### config.mk
export PLATFORM = sky130hd
export DESIGN_NAME = operacao_memoria
export DESIGN_NICKNAME = d
export VERILOG_FILES = /design/src/rtl/operacao_memoria_pkg.sv /design/src/rtl/operacao_memoria_somador_subtrator.sv /design/src/rtl/operacao_memoria.sv
export SDC_FILE = /design/constraint.sdc
export NUM_CORES = 1
export LEC_CHECK = 0
export ABC_AREA = 1
export BUFFER_PORTS_ARGS = -buffer_cell sky130_fd_sc_hd__clkbuf_2
export CELL_PAD_IN_SITES_DETAIL_PLACEMENT = 1
export CELL_PAD_IN_SITES_GLOBAL_PLACEMENT = 1
export CORE_UTILIZATION = 29
export DETAILED_ROUTE_END_ITERATION = 8
export GPL_ROUTABILITY_DRIVEN = 0
export PLACE_DENSITY_LB_ADDON = 0.1
export SLEW_MARGIN = 30
export SYNTH_ARGS = -nofsm -noshare
export SYNTH_HDL_FRONTEND = slang
export SYNTH_HIERARCHICAL = 1
export SYNTH_SLANG_ARGS = --single-unit
### constraint.sdc
create_clock -name clk -period 0.8 [get_ports clk]
set_input_delay 0.08 -clock clk [delete_from_list [all_inputs] [get_ports clk]]
set_output_delay 0.08 -clock clk [all_outputs]
set_load 0.005 [all_outputs]
### src/rtl/operacao_memoria_pkg.sv
// rtl/operacao_memoria_pkg.sv - shared width default and select encodings for the memory-op datapath
package operacao_memoria_pkg;

    localparam int WIDTH_DEFAULT = 64;

    localparam logic OP_SEL_REG    = 1'b0;
    localparam logic OP_SEL_OFFSET = 1'b1;

    localparam logic OP_ADD = 1'b0;
    localparam logic OP_SUB = 1'b1;

endpackage

### src/rtl/operacao_memoria_somador_subtrator.sv
// rtl/operacao_memoria_somador_subtrator.sv - ripple-carry adder/subtractor, carry-out discarded
module somador_subtrator #(
    parameter int WIDTH = 64
) (
    input  logic [WIDTH-1:0] a,
    input  logic [WIDTH-1:0] b,
    input  logic             sub,
    output logic [WIDTH-1:0] s
);

    logic [WIDTH-1:0] b_x;
    logic [WIDTH-1:0] c;

    // Subtraction as a + ~b + 1: invert b and inject the +1 as carry-in.
    assign b_x  = b ^ {WIDTH{sub}};
    assign c[0] = sub;

    for (genvar i = 0; i < WIDTH; i++) begin : g_fa
        assign s[i] = a[i] ^ b_x[i] ^ c[i];
        if (i < WIDTH - 1) begin : g_carry
            assign c[i+1] = (a[i] & b_x[i]) | (a[i] & c[i]) | (b_x[i] & c[i]);
        end
    end

endmodule

### src/rtl/operacao_memoria.sv
// rtl/operacao_memoria.sv - operand select, add/sub and registered result for memory-access instructions
module operacao_memoria
    import operacao_memoria_pkg::*;
#(
    parameter int WIDTH = WIDTH_DEFAULT
) (
    input  logic             clk,
    input  logic             rst_n,
    input  logic [WIDTH-1:0] dinA,
    input  logic [WIDTH-1:0] dinB,
    input  logic [WIDTH-1:0] OFFSET,
    input  logic             OP_MEM,
    input  logic             ADD_SUB,
    output logic [WIDTH-1:0] dout
);

    logic [WIDTH-1:0] oper_b;
    logic [WIDTH-1:0] dout_d;
    logic [WIDTH-1:0] dout_q;

    assign oper_b = (OP_MEM == OP_SEL_OFFSET) ? OFFSET : dinB;

    somador_subtrator #(
        .WIDTH(WIDTH)
    ) u_somador_subtrator (
        .a  (dinA),
        .b  (oper_b),
        .sub(ADD_SUB == OP_SUB),
        .s  (dout_d)
    );

    always_ff @(posedge clk or negedge rst_n) begin
        if (!rst_n) begin
            dout_q <= '0;
        end else begin
            dout_q <= dout_d;
        end
    end

    assign dout = dout_q;

endmodule

==> impl_metrics.csv <==
group,metric,value,unit
finish,final_common_cell,"clkbuf_2",
route,vias,4131,
logic_synthesis,muxShareOfSynthArea,0,%
finish,final_core_util,42.8,%
finish,fillers,1965,
route,routed_via_density,4.03,
power_and_ir_drop,powerDensity,2040,nW/um^2
power_and_ir_drop,p_leak,0.00384,uW
logic_synthesis,synth-compound-area-share,0.103,%
finish,syn_to_final_growth,41.9,%
clock_tree,cts_root_buf,"clkbuf_16",
power_and_ir_drop,vdd_drop_max,1070,uV
setup_path,cp_slowest_cell,"fa_2",
sta,period_minus_slack,23.73,ns
clock_tree,post_cts_buffers,0,
logic_synthesis,synth_fp_nets,797,
floorplanning,row_count,46,
route,drt_iter0_drc,81,
sta,fin_ws,-22.93,ns
sta,final_max_slew_viol_count,0,
global_route,grt_max_degree,65,
sta,finalSetupViolCount,126,
logic_synthesis,yosysWarnings,6,
finish,drive_gt1_share,49.9,%
clock_tree,cts.path.max_buffers,2,
logic_synthesis,synth_seq_cells,64,
setup_path,worstPathMaxFanout,5,
setup_path,arrival,23.95,ns
setup_path,critPathLaunchType,"input pin",
sta,rsz0062_at_grt,"true",
outcome,status,"finished with violations",
clock_tree,numClockSinks,64,
logic_synthesis,yosys.area_share.adder,25.5,%
global_route,grt.total_usage,17.6,%
global_route,grt_pass1_vias,4784,
sta,max_slew_margin,58.5,%
finish,final_cell_mix,"clkbuf_2 (256), nand2_1 (189), inv_1 (87), dfrtp_1 (64), fa_2 (62)",
logic_synthesis,ys_seq_area_share,32.9,%
route,drc,0,
floorplanning,fp.dieW,132,microns
min_path,hold_path_depth,2,
sta,fin_crit_sh,2970,%
global_route,grt_pass1_wl,23.5,mm
setup_path,worstSetupPathType,"input pin to flip-flop",
floorplanning,dieArea,17300,sq um
flow_run,maxCapViolCount,0,
sta,fmax,42.1,MHz
clock_tree,numCtsBuffers,9,
finish,nets,1061,
sta,hold_viol,0,
setup_path,slowest_delay,0.40,ns
logic_synthesis,syn_area,4860,sq um
global_route,antenna_found_initial,1,
logic_synthesis,syn_inst,539,
clock_tree,cts_tree,"done",
logic_synthesis,synth_top_family_by_area,"adder cells",
global_route,grt_overflow_total,0,
logic_synthesis,yosys.area_share.simple,15.7,%
place,io_buffers,259,
clock_tree,clk_pin_slew_worst_paths,0.05,ns
floorplanning,io_pins,260,
route,wl_per_cell,13.9,microns
route,wirelength,14.2,mm
setup_path,cp.required,1.02,ns
setup_path,worst_path_most_repeated_cell,"fa_2",
outcome,violations,"setup timing",
logic_synthesis,syn_avg_cell_area,9.02,sq um
route,ant_nets,0,
clock_tree,cts_max_level,3,
floorplanning,fp.dieH,132,microns
floorplanning,initial_core_util,30.2,%
logic_synthesis,synthXorXnorAreaFrac,11.3,%
floorplanning,core-area,16100,sq um
sta,tightest_slew,0.623,ns
setup_path,endpoint_kind,"flip-flop",
route,firstDrtPassIters,4,
place,place_hpwl,11.9,mm
finish,largest_reg_flops,64,
min_path,hold_path.class,"input pin to flip-flop",
logic_synthesis,yosysUniqueCellTypes,15,
sta,hold_slack,0.0603,ns
synth_stat cells:
master | instances | area share, %
nand2_2 | 3 | 0.39
buf_2 | 6 | 0.62
xor2_1 | 3 | 0.54
xnor2_1 | 60 | 11
dfrtp_1 | 64 | 33
buf_8 | 6 | 1.9
clkbuf_8 | 6 | 1.7
buf_6 | 1 | 0.23
fa_1 | 62 | 26
inv_1 | 125 | 9.6
nor2_1 | 2 | 0.15
buf_4 | 1 | 0.15
o21ai_0 | 1 | 0.10
nand2_1 | 197 | 15
inv_2 | 2 | 0.15
what timing repair did:
| action | CTS | global route |
|---|---|---|
| endpoints found under the hold margin | 64 | 0 |
| hold buffers | 1 | 0 |
| resized for setup | 24 | 39 |
| pin swaps | 2 | 0 |
| setup endpoints to repair | 127 | 127 |
metrics by stage:
step	cell area, sq um	TNS, ns	instances	setup WS [ns]	total power (uW)
after floorplan	5040	-733.85	539	-22.79	7450
after global placement	6480	-752.41	1007	-23.33	9760
after detailed placement	6480	-761.82	1007	-23.58	9970
after CTS	6850	-741.62	1024	-23.13	14200
after global routing	6900	-758.67	1024	-23.72	15200
final	6900	-732.95	1025	-22.93	14000
power by group:
part / total [uW] / internal, uW / switching, uW
Combinational: 5400 / 2630 / 2760
Clock: 3980 / 2570 / 1410
Sequential: 4670 / 4360 / 313
metal layers:
| layer | vias to the layer above | track usage [%] | routed length, microns |
|---|---|---|---|
| met5 | - | 0 | 0 |
| met4 | 0 | 7.43 | 338 |
| met3 | 22 | 5.52 | 1230 |
| met2 | 158 | 32.1 | 7380 |
| met1 | 1944 | 18.5 | 5290 |
| li1 | 2007 | - | - |
cell type report:
| type | instances | area, sq um | share of cell area (%) |
|---|---|---|---|
| inverter | 127 | 489 | 7.09 |
| tap | 216 | 270 | 3.92 |
| antenna | 1 | 2.50 | 0.0363 |
| timing repair buffer | 273 | 1450 | 21.0 |
| multi-input combinational | 328 | 2790 | 40.4 |
| sequential | 64 | 1600 | 23.2 |
| clock buffer | 13 | 260 | 3.77 |
| clock inverter | 3 | 40.0 | 0.580 |
critical path: cells and delay by family:
family	cells	cell delay, ns
AOI/OAI and AO/OA	1	0.13
and+or+nand+nor	6	0.34
adders and majority gates	62	23.02
buffers and inverters	5	0.32
final timing paths:
kind | from | endpoint
max in group asynchronous | rst_n | dout[0]$_DFF_PN0_
min in group asynchronous | rst_n | dout[16]$_DFF_PN0_
min | dinA[1] | dout[1]$_DFF_PN0_
max | OP_MEM | dout[63]$_DFF_PN0_
kinds of logic (layout without fill, tap and decap cells):
group	count (synthesis)	after routing
flip-flops	64	64
adder cells (fa/ha/maj)	62	62
XOR/XNOR	63	63
buffers and inverters	147	416
AO/OA/AOI/OAI	1	1
other	0	1
AND/OR/NAND/NOR	202	202
Note: power is estimated with default switching activity, not from simulation.
